File: config.mk
export PLATFORM = sky130hd
export DESIGN_NAME = seven_seg_scanner_flat
export DESIGN_NICKNAME = d
export VERILOG_FILES = /design/src/rtl/seven_seg_scanner_if.sv /design/src/rtl/seven_seg_scanner.sv /design/src/flat_wrapper.sv
export SDC_FILE = /design/constraint.sdc
export NUM_CORES = 1
export LEC_CHECK = 0
export CORE_ASPECT_RATIO = 1.4
export CORE_MARGIN = 2
export CORE_UTILIZATION = 30
export DETAILED_ROUTE_END_ITERATION = 16
export MAX_ROUTING_LAYER = met4
export PLACE_DENSITY = 0.53
export SYNTH_ARGS = -nofsm -noshare
export SYNTH_HDL_FRONTEND = slang
export SYNTH_SLANG_ARGS = --single-unit
File: constraint.sdc
create_clock -name clk -period 5.8 [get_ports clk]
set_clock_uncertainty 0.1 [all_clocks]
set_input_delay 1.16 -clock clk [delete_from_list [all_inputs] [get_ports clk]]
set_output_delay 1.16 -clock clk [all_outputs]
set_load 0.01 [all_outputs]
File: src/rtl/seven_seg_scanner_if.sv
// Digit data in and pin drive out for the multiplexed seven-segment scanner.
// The source of the digit data drives the master side; the scanner uses the slave side.
interface seven_seg_scanner_if #(
    parameter int unsigned NUM_DIGITS = 4,
    parameter int unsigned BRIGHT_W   = 4
);
    logic [4*NUM_DIGITS-1:0] digits;
    logic [NUM_DIGITS-1:0]   dp_in;
    logic [NUM_DIGITS-1:0]   blank_in;
    logic                    lz_en;
    logic [BRIGHT_W-1:0]     brightness;
    logic [NUM_DIGITS-1:0]   an;
    logic [6:0]              ca;
    logic                    dp;
    logic                    frame_start;

    modport master (
        output digits, dp_in, blank_in, lz_en, brightness,
        input  an, ca, dp, frame_start
    );

    modport slave (
        input  digits, dp_in, blank_in, lz_en, brightness,
        output an, ca, dp, frame_start
    );
endinterface

File: src/rtl/seven_seg_scanner.sv
// Time-multiplexed hex seven-segment driver with frame-synchronous digit buffering,
// leading-zero suppression, per-digit blanking and PWM brightness.
module seven_seg_scanner #(
    parameter int unsigned NUM_DIGITS    = 4,
    parameter int unsigned SRC_FREQ      = 100000000,
    parameter int unsigned SCAN_FREQ     = 100000,
    parameter int unsigned BRIGHT_W      = 4,
    parameter int unsigned AN_ACTIVE_LOW = 1,
    parameter int unsigned CA_ACTIVE_LOW = 1
) (
    input logic              clk,
    input logic              clr,
    seven_seg_scanner_if.slave bus
);
    localparam int unsigned DIV   = SRC_FREQ / SCAN_FREQ;
    localparam int unsigned CNT_W = (DIV > 1) ? $clog2(DIV) : 1;
    localparam int unsigned SEL_W = $clog2(NUM_DIGITS);
    localparam bit          AN_POL = (AN_ACTIVE_LOW != 0);
    localparam bit          CA_POL = (CA_ACTIVE_LOW != 0);

    logic [CNT_W-1:0]      cnt;
    logic [SEL_W-1:0]      sel;
    logic [BRIGHT_W-1:0]   pwm;
    logic [3:0]            sh_dig [NUM_DIGITS];
    logic [NUM_DIGITS-1:0] sh_dp;
    logic [NUM_DIGITS-1:0] sh_blank;
    logic                  sh_lz;

    logic                  tick_c;
    logic                  wrap_c;
    logic                  run_c;
    logic [NUM_DIGITS-1:0] supp_c;
    logic                  lit_c;
    logic [NUM_DIGITS-1:0] an_act_c;
    logic [6:0]            seg_c;
    logic                  dp_act_c;
    logic [NUM_DIGITS-1:0] an_c;
    logic [6:0]            ca_c;
    logic                  dp_c;

    logic [NUM_DIGITS-1:0] an_q;
    logic [6:0]            ca_q;
    logic                  dp_q;
    logic                  fs_q;

    function automatic logic [6:0] seg_decode(input logic [3:0] v);
        logic [6:0] s;
        s = 7'h00;
        case (v)
            4'h0: s = 7'h3F;
            4'h1: s = 7'h06;
            4'h2: s = 7'h5B;
            4'h3: s = 7'h4F;
            4'h4: s = 7'h66;
            4'h5: s = 7'h6D;
            4'h6: s = 7'h7D;
            4'h7: s = 7'h07;
            4'h8: s = 7'h7F;
            4'h9: s = 7'h6F;
            4'hA: s = 7'h77;
            4'hB: s = 7'h7C;
            4'hC: s = 7'h39;
            4'hD: s = 7'h5E;
            4'hE: s = 7'h79;
            4'hF: s = 7'h71;
            default: s = 7'h00;
        endcase
        return s;
    endfunction

    assign tick_c = (cnt == CNT_W'(DIV - 1));
    assign wrap_c = tick_c && (sel == SEL_W'(NUM_DIGITS - 1));

    // Scan divider, digit select, PWM counter and the frame shadow copy.
    always_ff @(posedge clk or negedge clr) begin
        if (!clr) begin
            cnt      <= '0;
            sel      <= '0;
            pwm      <= '0;
            sh_dp    <= '0;
            sh_blank <= '0;
            sh_lz    <= 1'b0;
            for (int i = 0; i < int'(NUM_DIGITS); i++) sh_dig[i] <= 4'h0;
        end else begin
            pwm <= pwm + BRIGHT_W'(1);
            cnt <= tick_c ? '0 : cnt + CNT_W'(1);
            if (tick_c) sel <= wrap_c ? '0 : sel + SEL_W'(1);
            if (wrap_c) begin
                for (int i = 0; i < int'(NUM_DIGITS); i++) sh_dig[i] <= bus.digits[4*i +: 4];
                sh_dp    <= bus.dp_in;
                sh_blank <= bus.blank_in;
                sh_lz    <= bus.lz_en;
            end
        end
    end

    // A digit is a leading zero when it and every digit above it are zero.
    always_comb begin
        run_c  = sh_lz;
        supp_c = '0;
        for (int i = int'(NUM_DIGITS) - 1; i >= 1; i--) begin
            run_c     = run_c && (sh_dig[i] == 4'h0);
            supp_c[i] = run_c;
        end
    end

    // Pin values for the selected digit; blanking wins over everything.
    always_comb begin
        an_act_c = '0;
        seg_c    = 7'h00;
        dp_act_c = 1'b0;
        lit_c    = (bus.brightness == '1) || (pwm < bus.brightness);
        if (!sh_blank[sel]) begin
            if (lit_c)        an_act_c[sel] = 1'b1;
            if (!supp_c[sel]) seg_c = seg_decode(sh_dig[sel]);
            dp_act_c = sh_dp[sel];
        end
        an_c = an_act_c ^ {NUM_DIGITS{AN_POL}};
        ca_c = seg_c ^ {7{CA_POL}};
        dp_c = dp_act_c ^ CA_POL;
    end

    always_ff @(posedge clk or negedge clr) begin
        if (!clr) begin
            an_q <= {NUM_DIGITS{AN_POL}};
            ca_q <= {7{CA_POL}};
            dp_q <= CA_POL;
            fs_q <= 1'b0;
        end else begin
            an_q <= an_c;
            ca_q <= ca_c;
            dp_q <= dp_c;
            fs_q <= wrap_c;
        end
    end

    assign bus.an          = an_q;
    assign bus.ca          = ca_q;
    assign bus.dp          = dp_q;
    assign bus.frame_start = fs_q;
endmodule
File: src/flat_wrapper.sv
// flat-port wrapper written by rule: the top's interface ports become plain ports
module seven_seg_scanner_flat 
#(
    parameter int unsigned NUM_DIGITS    = 4,
    parameter int unsigned SRC_FREQ      = 100000000,
    parameter int unsigned SCAN_FREQ     = 100000,
    parameter int unsigned BRIGHT_W      = 4,
    parameter int unsigned AN_ACTIVE_LOW = 1,
    parameter int unsigned CA_ACTIVE_LOW = 1
)
  (clk, clr, bus_digits, bus_dp_in, bus_blank_in, bus_lz_en, bus_brightness, bus_an, bus_ca, bus_dp, bus_frame_start);
  seven_seg_scanner_if #(.NUM_DIGITS(NUM_DIGITS), .BRIGHT_W(BRIGHT_W)) bus_i ();
  input logic clk;
  input logic clr;
  input wire logic [$bits(bus_i.digits)-1:0] bus_digits;
  input wire logic [$bits(bus_i.dp_in)-1:0] bus_dp_in;
  input wire logic [$bits(bus_i.blank_in)-1:0] bus_blank_in;
  input wire logic [$bits(bus_i.lz_en)-1:0] bus_lz_en;
  input wire logic [$bits(bus_i.brightness)-1:0] bus_brightness;
  output wire logic [$bits(bus_i.an)-1:0] bus_an;
  output wire logic [$bits(bus_i.ca)-1:0] bus_ca;
  output wire logic [$bits(bus_i.dp)-1:0] bus_dp;
  output wire logic [$bits(bus_i.frame_start)-1:0] bus_frame_start;
  assign bus_i.digits = bus_digits;
  assign bus_i.dp_in = bus_dp_in;
  assign bus_i.blank_in = bus_blank_in;
  assign bus_i.lz_en = bus_lz_en;
  assign bus_i.brightness = bus_brightness;
  assign bus_an = bus_i.an;
  assign bus_ca = bus_i.ca;
  assign bus_dp = bus_i.dp;
  assign bus_frame_start = bus_i.frame_start;
  seven_seg_scanner #(.NUM_DIGITS(NUM_DIGITS), .SRC_FREQ(SRC_FREQ), .SCAN_FREQ(SCAN_FREQ), .BRIGHT_W(BRIGHT_W), .AN_ACTIVE_LOW(AN_ACTIVE_LOW), .CA_ACTIVE_LOW(CA_ACTIVE_LOW)) u_core (.clk(clk), .clr(clr), .bus(bus_i));
endmodule
== Word level (Yosys, flattened, before mapping) ==
Memories as Yosys holds them, arrays and structs flattened.
Cells that the tools add are included.

* Bits in read-only memories: 112
* Logic and storage cells: 56
* Input bits: 31
* Output and inout bits: 13
* Flip-flop bits (word level): 54
* Memories: 1

* Eq/ne operators: 3
* Add/sub/neg operators: 3
* $lt $le $gt $ge: 4
* Muxes and demuxes: 18
* Reduce and logical (&&, ||, !) cells: 9
* Bitwise logic cells: 4

{| class="wikitable"
|+ Memories
! memory !! depth !! bits a word !! rd ports !! clocked after memory_dff !! write ports !! line !! source
|-
| (no name shown) || 16 || 7 || 1 || 0 || 0 || seven_seg_scanner.sv:49 || <nowiki>case (v)</nowiki>
|}

{| class="wikitable"
|+ Operator list
! kind !! count
|-
| 4-bit two-way mux || 4
|-
| 7-bit two-way mux || 2
|-
| 4-bit logical NOT || 3
|-
| 10-bit by 1-bit adder with 10-bit output, second input constant || 1
|-
| 10-bit equality test, second input constant || 1
|-
| 10-bit two-way mux || 1
|-
| 4-bit binary-select mux with 2-bit select || 1
|-
| 7-bit inverter || 1
|-
| 1-bit binary-select mux with 2-bit select || 3
|-
| 1-bit logical AND || 5
|-
| 1-bit two-way mux || 5
|-
| 4-bit by 1-bit adder with 4-bit output, second input constant || 1
|-
| 4-bit equality test, second input constant || 1
|-
| 4-bit less-than comparator || 1
|-
| 4-bit inverter || 1
|-
| 3-bit greater-or-equal comparator, second input constant || 1
|-
| 2-bit by 3-bit less-than comparator with 1-bit output, second input constant || 1
|-
| 2-bit inverter with 3-bit output || 1
|-
| 2-bit by 1-bit adder with 2-bit output, second input constant || 1
|-
| 1-bit demux with 2-bit select || 1
|-
| 2-bit equality test, second input constant || 1
|-
| 2-bit by 1-bit greater-or-equal comparator with 1-bit output, second input constant || 1
|-
| 2-bit two-way mux || 1
|-
| 1-bit logical OR || 1
|-
| 1-bit inverter || 1
|}

== Longest topological paths before layout ==
Gate-level depths: netlist (run 1).

* Depth in word-level cells: 9
* Gate-level depth with buffers: 8
* Depth with buffers taken out: 7

== Worst setup path before layout (run 1) ==
Ideal clock, no wire load.

* Path type: input to register
* Start point: input bus_brightness[1]
* End point: register u_core.an_q[0], in the netlist u_core.bus.an[0]
* Library setup time: 0.097 ns
* Arrival time: 2.111 ns
* Stages: 5
* Path slack: 3.492 ns
* Data required time: 5.603 ns
* Buffers on the path: 0
* Cell sequence: inv_1 -> ha_1 -> a21o_1 -> a211oi_1 -> o211ai_1

* Longest elaborated chain between the ends: 5
* Elaborated cells between the ends (all ways): 6
* Classes of those cells: order compare (1); eq/ne (1); mux (2); bitwise (1); reduce/logical (1)

{| class="wikitable"
|+ Ends and longest elaborated chain
! element !! line !! source
|-
| from (decl) || flat_wrapper.sv:19 || <nowiki>input wire logic [$bits(bus_i.brightness)-1:0] bus_brightness;</nowiki>
|-
| 4-bit less-than comparator or 4-bit equality test (tied branches) || seven_seg_scanner.sv:112 || <nowiki>lit_c = (bus.brightness == '1) || (pwm < bus.brightness);</nowiki>
|-
| 1-bit logical OR (*) || seven_seg_scanner.sv:112 ||
|-
| 4-bit two-way mux (*) || seven_seg_scanner.sv:114 || <nowiki>if (lit_c) an_act_c[sel] = 1'b1;</nowiki>
|-
| 4-bit two-way mux (*) || seven_seg_scanner.sv:113 || <nowiki>if (!sh_blank[sel]) begin</nowiki>
|-
| 4-bit inverter (no line) (*) || n/a ||
|-
| named net u_core.an_c[0] || seven_seg_scanner.sv:37 || <nowiki>logic [NUM_DIGITS-1:0] an_c;</nowiki>
|-
| to (signal assigned) || seven_seg_scanner.sv:125 || <nowiki>an_q <= {NUM_DIGITS{AN_POL}};</nowiki>
|-
| to (signal assigned) || seven_seg_scanner.sv:130 || <nowiki>an_q <= an_c;</nowiki>
|-
| to (decl) || seven_seg_scanner.sv:41 || <nowiki>logic [NUM_DIGITS-1:0] an_q;</nowiki>
|}

Mark *: on every way through the listed nets, which the timed path passes. The rest lies on a longest branch.
A chain may end at the register's enable or synchronous reset.

== Worst setup path after layout (run 1) ==
* Start point: register u_core.sel[0]
* End point: register u_core.ca_q[0], in the netlist u_core.bus.ca[0]

* Longest elaborated chain between the ends: 8
* Elaborated cells between the ends (all ways): 12
* Classes of those cells: mux (9); bitwise (2); memory (1)

{| class="wikitable"
|+ Ends and longest elaborated chain
! element !! line !! source
|-
| from (decl) || seven_seg_scanner.sv:22 || <nowiki>logic [SEL_W-1:0] sel;</nowiki>
|-
| from (signal assigned) || seven_seg_scanner.sv:87 || <nowiki>if (tick_c) sel <= wrap_c ? '0 : sel + SEL_W'(1);</nowiki>
|-
| 2-bit inverter with 3-bit output (not written as such) || seven_seg_scanner.sv:115 || <nowiki>if (!supp_c[sel]) seg_c = seg_decode(sh_dig[sel]);</nowiki>
|-
| 4-bit binary-select mux with 2-bit select || seven_seg_scanner.sv:115 ||
|-
| 4-bit two-way mux (not written as such) (2 in series) || seven_seg_scanner.sv:115 ||
|-
| memory read 16 x 7 bit || n/a ||
|-
| 7-bit two-way mux || seven_seg_scanner.sv:115 ||
|-
| 7-bit two-way mux (*) || seven_seg_scanner.sv:113 ||
|-
| 7-bit inverter (no line) (*) || n/a ||
|-
| named net u_core.ca_c[0] || seven_seg_scanner.sv:38 || <nowiki>logic [6:0] ca_c;</nowiki>
|-
| to (signal assigned) || seven_seg_scanner.sv:126 || <nowiki>ca_q <= {7{CA_POL}};</nowiki>
|-
| to (decl) || seven_seg_scanner.sv:42 || <nowiki>logic [6:0] ca_q;</nowiki>
|}

Mark *: on every way through the listed nets, which the timed path passes. The rest lies on a longest branch. The select of a mux whose other input is x is not followed.

==> impl_metrics.csv, run 1 <==
group,metric,value,unit
synth,synth_edf_count,0,
cells_and_area,area_growth,25.3,%
sta,rsz0062_at_grt,"false",
route,ant_nets,0,
power_and_ir_drop,sequentialPowerShare,46.8,%
synth,yosysTopAreaCell,"dfrtp_1",
synth,ys_seq_elements,54,
worst_setup_path,rr_startpoint,"u_core.sel[0]",
worst_setup_path,critical_path_arrival,2800,ps
route,drc,0,
synth,async_reset_ff_share,100,%
die,io_pins,44,
synth,synth-seq-area-share,49.4,%
synth,netlist_instances,221,
clocking,postCtsHoldBufs,0,
worst_setup_path,r2r_cells,7,
route,post_drt_wl_per_cell,14.2,um
route,drt_iter0_drc,56,
synth,synth_warnings,0,
power_and_ir_drop,switchingPower,172,uW
cells_and_area,final_nets,311,
clocking,clock_sinks,54,
grt,grt_overflow,0,
clocking,cts_resized,0,
clocking,ctsRootBufferMaster,"clkbuf_16",
die,coreArea,8980,um2
power_and_ir_drop,swShare,20.1,%
clocking,htreeDepth,2,
clocking,clock_latency,290,ps
synth,postSynthAreaPerCell,12.5,um2
worst_setup_path,worstPathMaxFanout,10,
cells_and_area,nFillCells,869,
sta,fmax,0.373,GHz
clocking,cts_made_buffers,5,
sta,period_needed,2680,ps
worst_setup_path,endpoint_kind,"register",
worst_setup_path,rr_endpoint,"u_core.bus.ca[0]",
sta,setup_viol,0,
cells_and_area,design_area,3460,um2
clocking,cts_buffer_depth,2,
worst_setup_path,reg2reg_slack,3120,ps
placed_design,gp_congestion,0.783,
sta,worst_hold_slack,372,ps
worst_setup_path,startpoint_type,"register",
sta,finalHoldViolations,0,
power_and_ir_drop,power.share.clock,43.9,%
worst_setup_path,crit_end,"u_core.bus.ca[0]",
power_and_ir_drop,internal-power,686,uW
outcome,status,"complete, no violations",
worst_setup_path,crit_path_start,"u_core.sel[0]",
placed_design,placed_area,3280,um2
die,rows,41,
route,routed_via_density,4.82,
die,die_y,118,um
worst_setup_path,crit_required,5930,ps
clocking,cts_tree,"yes",
power_and_ir_drop,pwr-share-comb,9.2,%
sta,maxSlewHeadroom,54.5,%
worst_setup_path,critPathKind,"register to register",
clocking,post_cts_buffers,0,
synth,synth_top_area_share,38.0,%
synth,syn_nets,267,
grt,grt_pass1_wl,9120,um
die,die-area,10000,um2
die,start_util,30.8,%
synth,synthTopCellsByArea,"dfrtp_1, dfstp_2, mux2_2",
grt,grt_max_degree,55,
sta,timing.setup.tns,0,ps
route,via_count,1796,
synth,synth_area,2770,um2
die,die_w,85.1,um
power_and_ir_drop,peakVddDrop,183,uV
route,drt_pass1_iterations,4,
grt,first_global_vias,1807,
sta,drv_slew,0,
route,routed_wl,5300,um
hold_path,hp-class,"register to register",
cells_and_area,diodes,0,
sta,fin_crit_sh,46.2,%
synth,synth-main-ff-cell,"dfrtp_1",
sta,worst_pin_slew,683,ps
grt,groute.usage.overall,11.8,%
power_and_ir_drop,p_leak,0.00147,uW
placed_design,dpl.hpwl,3830,um
cells_and_area,drive_gt1_share,20.7,%
flow_run,max_cap_viol_count,0,
placed_design,io_buffers,43,
grt,antenna_found_initial,0,
clocking,clk_pin_slew_worst_paths,70,ps
power_and_ir_drop,total_power,858,uW
power_and_ir_drop,power_density,248,nW/um2
synth,synth.distinct_cells,41,
## metal layers
metal | vias up | global-route usage, % | part of all wire (%)
li1 | 884 | - | -
met1 | 869 | 14.4 | 42
met2 | 37 | 18.9 | 53
met3 | 6 | 2.10 | 3.0
met5 | - | - | 0
met4 | 0 | 5.16 | 1.8
## worst min-delay path by stage
stage,startpoint,depth (start not counted),endpoint,slack [ps]
2_1_floorplan,u_core.pwm[0],1,u_core.pwm[0],340
3_3_place_gp,u_core.sh_dp[3],1,u_core.sh_dp[3],370
3_5_place_dp,u_core.pwm[0],1,u_core.pwm[0],360
4_1_cts,u_core.pwm[0],1,u_core.pwm[0],370
5_1_grt,u_core.sh_dp[3],1,u_core.sh_dp[3],410
6_report,u_core.pwm[0],1,u_core.pwm[0],370
## cells in the mapped netlist, types with 4 or more instances
master / count
dfrtp_1: 42
mux2_2: 27
ha_1: 15
dfstp_2: 12
inv_1: 11
mux2i_1: 10
nand3_1: 10
nand2_1: 9
nor2_1: 9
o211ai_1: 7
o21ai_0: 7
a21oi_1: 5
xor2_1: 5
buf_6: 4
xnor2_1: 4
## metrics by stage
stage | utilization (%) | std cells | setup slack (ps)
after global placement | 36.5 | 365 | 2850
after global routing | 38.6 | 373 | 2900
final | 38.6 | 373 | 3120
after floorplan | - | 221 | 3490
after CTS | 38.6 | 373 | 3070
after detailed placement | 36.5 | 365 | 2820
## flip-flops by register name (all words and copies together), names as in the netlist
signal / cells
u_core.cnt: 10
u_core.bus.an: 4
u_core.bus.dp: 1
u_core.bus.frame_start: 1
u_core.sh_lz: 1
u_core.sel: 2
u_core.sh_dig: 16
u_core.pwm: 4
u_core.bus.ca: 7
u_core.sh_blank: 4
u_core.sh_dp: 4
## layout by cell type, fill, tap and decap left out, types with 2 or more instances in the layout
master	instances
xor2_1	5
nand2b_1	3
or3_1	3
buf_4	2
a21oi_1	5
ha_1	15
nand3_1	10
mux2_2	27
mux4_1	3
or4_1	2
mux2i_1	10
nor4_1	2
nor3b_1	2
nand2_1	9
o211ai_1	7
dfstp_2	12
clkdlybuf4s50_1	42
nor3_1	3
mux2_1	3
mux4_2	2
nand4_1	2
nor2_1	9
nor2b_1	2
bufinv_16	2
dfrtp_1	42
inv_1	11
o21ai_0	7
clkbuf_16	5
xnor2_1	4
## power groups by stage
stage | Clock [uW] | Sequential [uW] | Combinational [uW]
2_1_floorplan | 0 | 409 | 34.8
3_3_place_gp | 0 | 409 | 79.7
3_5_place_dp | 0 | 409 | 80.9
4_1_cts | 390 | 402 | 81.1
5_1_grt | 409 | 404 | 87.7
6_report | 377 | 402 | 79.2
## kinds of logic (layout without fill, tap and decap cells)
logic type	count (synthesis)	in the layout	share of synthesized area [%]
AOI/OAI and AO/OA	27	27	6.20
muxes	46	46	20.9
buffers and inverters	19	64	3.80
xor gates and xnor gates	9	9	2.85
and+or+nand+nor	51	51	10.1
DFF	54	54	49.4
adders and majority gates	15	15	6.79
## layout make-up
cell class              instances  area, um2  share of cell area [%]
flip-flops and latches         54       1370                    39.4
multi-input cells             148       1290                    37.3
repair buffers                 45        440                    12.7
well taps                     107        134                    3.86
clock buffers                   5        125                    3.61
clock inverters                 3       63.8                    1.84
inverters                      11       41.3                    1.19
## worst max-delay path: stages, from the launching register on
cell	delay (ps)
dfrtp_1	620
mux4_1	700
inv_1	200
ha_1	360
mux2i_1	110
a221oi_1	290
o31ai_1	110
nand4_1	120
Note: power is estimated with default switching activity, not from simulation.
==> run 2: changes to the inputs <==
--- a/config.mk
+++ b/config.mk
@@ -10,7 +10,7 @@
 export CORE_UTILIZATION = 30
 export DETAILED_ROUTE_END_ITERATION = 16
 export MAX_ROUTING_LAYER = met4
-export PLACE_DENSITY = 0.53
+export PLACE_DENSITY = 0.55
 export SYNTH_ARGS = -nofsm -noshare
 export SYNTH_HDL_FRONTEND = slang
 export SYNTH_SLANG_ARGS = --single-unit
==> constraint.sdc (replaced) <==
create_clock -name clk -period 2.4 [get_ports clk]
set_clock_uncertainty 0.1 [all_clocks]
set_input_delay 0.48 -clock clk [delete_from_list [all_inputs] [get_ports clk]]
set_output_delay 0.48 -clock clk [all_outputs]
set_load 0.01 [all_outputs]
==> run 2 against run 1 <==
Flip-flop and latch count stayed put. Non-clock buffer count is 6 higher. Core utilization is 0.32 points higher. Sequential power is 140% higher. Maximum frequency is 22% higher. Largest cell class unchanged. Worst hold slack worse by 170 ps. First-iteration DRC count is 20% lower. Via count is 1.8% higher. Cell area is 0.83% higher. Critical path depth stayed put.
==> impl_metrics.csv, run 2 (synthesized netlist as in run 1, its figures left out) <==
group,metric,value,unit
cells_and_area,area_growth,26.3,%
route,wl_met1,2370,um
worst_setup_path,max_stage_delay,650,ps
route,drt_iter0_drc,45,
route,dr_wl_met3,154,um
sta,fin_crit_sh,91.2,%
sta,worst_pin_slew,678,ps
route,routed_wl,5350,um
sta,maxSlewHeadroom,54.6,%
die,rows,41,
route,ant_nets,0,
cells_and_area,final_nets,317,
cells_and_area,utilization,38.9,%
clocking,ctsRootBufferMaster,"clkbuf_16",
cells_and_area,largest_reg_flops,16,
sta,rsz0062_at_grt,"false",
cells_and_area,most-common-layout-cells,"clkdlybuf4s50_1, dfrtp_1, mux2_2",
route,wl_met2,2720,um
die,die_y,118,um
route,post_drt_wl_per_cell,14.1,um
sta,setup_viol,0,
placed_design,gp_congestion,0.764,
clocking,post_cts_buffers,0,
grt,grt_pass1_wl,9070,um
placed_design,io_buffers,43,
clocking,clock_sinks,54,
power_and_ir_drop,switchingPower,430,uW
clocking,htreeDepth,2,
route,highest_layer,"met4",
worst_setup_path,r2r_cells,7,
clocking,postCtsHoldBufs,0,
worst_setup_path,cp_slowest_cell,"mux4_1",
route,via_count,1828,
sta,fmax,0.457,GHz
power_and_ir_drop,total_power,1990,uW
route,drc,0,
hold_path,hp-class,"input pin to asynchronous set/reset pin",
worst_setup_path,startpoint_type,"register",
clocking,cts_buffer_depth,2,
cells_and_area,regArea,1370,um2
grt,groute.usage.overall,11.7,%
cells_and_area,diodes,0,
route,drt_pass1_iterations,4,
power_and_ir_drop,power_density,569,nW/um2
flow_run,max_cap_viol_count,0,
die,io_pins,44,
power_and_ir_drop,swShare,21.7,%
sta,timing.setup.tns,0,ps
clocking,clock_latency,300,ps
cells_and_area,regMostFlops,"u_core.sh_dig",
worst_setup_path,critical_path_arrival,2320,ps
cells_and_area,drive_gt1_share,23.2,%
worst_setup_path,rr_startpoint,"u_core.sel[0]",
grt,first_global_vias,1870,
grt,antenna_found_initial,0,
power_and_ir_drop,sequentialPowerShare,48.9,%
outcome,status,"complete, no violations",
sta,period_needed,2190,ps
grt,grt_max_degree,55,
worst_setup_path,endpoint_kind,"register",
clocking,clk_pin_slew_worst_paths,70,ps
worst_setup_path,cp_cell_sequence,"mux4_1 > inv_1 > ha_2 > mux2i_1 > a221oi_1 > o31ai_1 > nand4_1",
clocking,cts_resized,0,
die,start_util,30.8,%
cells_and_area,nFillCells,875,
placed_design,dpl.hpwl,3890,um
worst_setup_path,crit_required,2530,ps
grt,grt_overflow,0,
power_and_ir_drop,p_leak,0.00149,uW
die,die_w,85.1,um
worst_setup_path,reg2reg_slack,210,ps
power_and_ir_drop,peakVddDrop,354,uV
sta,finalHoldViolations,0,
clocking,cts_made_buffers,5,
route,routed_via_density,4.82,
worst_setup_path,rr_endpoint,"u_core.bus.ca[0]",
clocking,cts_tree,"yes",
power_and_ir_drop,power.share.clock,41.4,%
die,die-area,10000,um2
cells_and_area,multi_input_area,1300,um2
power_and_ir_drop,pwr-share-comb,9.7,%
worst_setup_path,worstPathMaxFanout,8,
sta,drv_slew,0,
power_and_ir_drop,internal-power,1560,uW
die,coreArea,8980,um2
worst_setup_path,critPathKind,"register to register",
==> run 2: per-stage QoR <==
step           hold slack (ps)  area, um2  worst slack, ps  cells
3_3_place_gp               370       3320              151    371
5_1_grt                    280       3490             42.4    379
2_1_floorplan             84.4       2770              165    221
6_report                   205       3490              210    379
3_5_place_dp               375       3320             91.2    371
4_1_cts                    230       3490              138    379
==> run 2: power groups by stage <==
stage               logic, uW  clock network, uW  registers (uW)
global route              215                888             976
CTS                       196                852             972
finish                    193                823             972
floorplan                84.1                  0             988
global placement          194                  0             989
detailed placement        196                  0             989
==> run 2: critical path, delay by kind of cell (launching register included) <==
family / cells / cell delay [ps]
multiplexers: 2 / 740
flip-flops: 1 / 410
AO/OA/AOI/OAI: 2 / 410
adder cells (fa/ha/maj): 1 / 250
buffers and inverters: 1 / 110
AND/OR/NAND/NOR: 1 / 100
==> run 2: worst max path at each step <==
stage / startpoint / endpoint / slack, ps / cells past startpoint
2_1_floorplan: u_core.sel[0] / u_core.bus.ca[0] / 170 / 8
3_3_place_gp: bus_brightness[1] / u_core.bus.an[2] / 150 / 6
3_5_place_dp: bus_brightness[1] / u_core.bus.an[2] / 90 / 6
4_1_cts: u_core.sel[0] / u_core.bus.ca[0] / 140 / 7
5_1_grt: u_core.sel[0] / u_core.bus.ca[0] / 40 / 6
6_report: u_core.sel[0] / u_core.bus.ca[0] / 210 / 7
==> run 2: per-layer routing <==
layer / global-route usage [%] / vias to the layer above
li1: - / 901
met1: 13.7 / 893
met2: 19.4 / 27
met3: 2.38 / 7
met4: 5.06 / 0
met5: - / -
==> run 2: area by class of cell <==
cell class | instances | area share (%)
Sequential cell | 54 | 39.1
Clock inverter | 3 | 1.29
Inverter | 11 | 1.18
Multi-Input combinational cell | 148 | 37.1
Tap cell | 107 | 3.83
Timing Repair Buffer | 51 | 13.9
Clock buffer | 5 | 3.58
==> run 3: changes to the inputs <==
--- a/config.mk
+++ b/config.mk
@@ -6,11 +6,12 @@
 export NUM_CORES = 1
 export LEC_CHECK = 0
 export CORE_ASPECT_RATIO = 1.4
-export CORE_MARGIN = 2
+export CORE_MARGIN = 4
 export CORE_UTILIZATION = 30
 export DETAILED_ROUTE_END_ITERATION = 16
 export MAX_ROUTING_LAYER = met4
 export PLACE_DENSITY = 0.55
+export SLEW_MARGIN = 5
 export SYNTH_ARGS = -nofsm -noshare
 export SYNTH_HDL_FRONTEND = slang
 export SYNTH_SLANG_ARGS = --single-unit
==> run 3 against run 2 <==
Cell area is 1.0% higher. Flip-flop and latch count stayed put. Clock power is 13% higher. Cell count stayed put. First-iteration DRC count is 20% lower. Total power is 5.4% higher. Global-route usage is 0.43 points lower. Sequential power hardly changed. Wire length is 1.0% higher. Largest power group unchanged. Highest routed layer unchanged.
==> impl_metrics.csv, run 3 (synthesized netlist as in run 1, its figures left out) <==
group,metric,value,unit
clocking,cts_buffer_depth,2,
grt,grt_max_degree,55,
grt,grt_pass1_wl,9300,um
power_and_ir_drop,switchingPower,427,uW
worst_setup_path,critical_path_arrival,2360,ps
cells_and_area,design_area,3530,um2
sta,rsz0062_at_grt,"false",
placed_design,gp_congestion,0.782,
power_and_ir_drop,swShare,20.4,%
die,coreArea,9030,um2
power_and_ir_drop,total_power,2090,uW
power_and_ir_drop,power.share.clock,44.2,%
sta,period_needed,2240,ps
worst_setup_path,critPathKind,"register to register",
die,start_util,30.6,%
cells_and_area,most-common-layout-cells,"clkdlybuf4s50_1, dfrtp_1, mux2_2",
sta,timing.setup.tns,0,ps
cells_and_area,final_nets,317,
grt,first_global_vias,1919,
power_and_ir_drop,pwr-share-comb,9.4,%
clocking,clock_sinks,54,
route,routed_wl,5410,um
die,die_y,122,um
sta,maxSlewHeadroom,58.6,%
flow_run,max_cap_viol_count,0,
cells_and_area,regMostFlops,"u_core.sh_dig",
route,ant_nets,0,
worst_setup_path,worstPathMaxFanout,8,
sta,drv_slew,0,
clocking,cts_resized,0,
route,drt_iter0_drc,36,
clocking,postCtsHoldBufs,0,
cells_and_area,area_growth,27.6,%
sta,fmax,0.447,GHz
sta,fin_crit_sh,93.2,%
sta,finalHoldViolations,0,
power_and_ir_drop,p_leak,0.00151,uW
power_and_ir_drop,sequentialPowerShare,46.4,%
outcome,status,"complete, no violations",
clocking,post_cts_buffers,0,
power_and_ir_drop,peakVddDrop,499,uV
clocking,cts_made_buffers,5,
power_and_ir_drop,internal-power,1670,uW
placed_design,placed_area,3330,um2
clocking,clk_pin_slew_worst_paths,70,ps
die,io_pins,44,
route,drt_pass1_iterations,4,
grt,antenna_found_initial,0,
die,die_w,89.1,um
placed_design,io_buffers,43,
sta,worst_pin_slew,619,ps
worst_setup_path,startpoint_type,"register",
cells_and_area,drive_gt1_share,23.2,%
clocking,ctsRootBufferMaster,"clkbuf_16",
sta,setup_viol,0,
hold_path,hp-class,"input pin to asynchronous set/reset pin",
grt,groute.usage.overall,11.3,%
grt,grt_overflow,0,
cells_and_area,largest_reg_flops,16,
clocking,htreeDepth,2,
placed_design,dpl.hpwl,3950,um
cells_and_area,diodes,0,
worst_setup_path,endpoint_kind,"register",
route,via_count,1838,
route,routed_via_density,4.85,
route,post_drt_wl_per_cell,14.3,um
power_and_ir_drop,power_density,593,nW/um2
die,rows,41,
route,drc,0,
die,die-area,10800,um2
clocking,cts_tree,"yes",
worst_setup_path,crit_required,2530,ps
clocking,clock_latency,290,ps
==> run 3: worst paths after layout <==
path / start / to / slack, ps / cells after the start
min in group clk: u_core.pwm[0] / u_core.pwm[0] / 380 / 1
max in group asynchronous: clr / u_core.bus.an[3] / 1820 / 2
min: clr / u_core.sh_dig[15] / 70 / 2
max reg2reg: u_core.sel[0] / u_core.bus.ca[0] / 160 / 7
min reg2reg: u_core.pwm[0] / u_core.pwm[0] / 380 / 1
max: u_core.sel[0] / u_core.bus.ca[0] / 160 / 7
==> run 3: per-layer routing <==
layer / share of wire [%] / global-route usage [%]
met1: 42 / 14.0
met2: 52 / 18.0
met3: 3.9 / 2.37
met4: 1.9 / 4.10
met5: 0 / -
==> run 3: power groups by stage <==
stage	clock, uW	sequential (uW)	combinational (uW)
finish	926	972	196
global placement	0	989	197
global route	990	977	217
floorplan	0	988	84.1
detailed placement	0	989	200
CTS	960	973	201
==> run 3: layout make-up <==
| class | instances | area [um2] |
|---|---|---|
| multi-input combinational | 148 | 1300 |
| inverter | 11 | 41.3 |
| clock buffer | 5 | 125 |
| timing repair buffer | 51 | 498 |
| clock inverter | 3 | 68.8 |
| tap | 107 | 134 |
| sequential | 54 | 1370 |
| fill | 905 | 5500 |
==> run 3: worst max-delay path: stages, from the launching register on <==
cell      delay [ps]
dfrtp_1          410
mux4_1           660
inv_1            120
ha_2             260
mux2i_1           90
a221oi_1         310
o31ai_1          110
nand4_1          110
==> run 3: metrics by stage <==
stage	hold WS [ps]	util [%]	cells	setup WS, ps
after floorplan	84.4	-	221	165
after global placement	369	36.9	371	137
after detailed placement	377	36.9	371	93.4
after CTS	88.4	39.1	379	72.3
after global routing	84.1	39.1	379	14.6
final	68.7	39.1	379	163
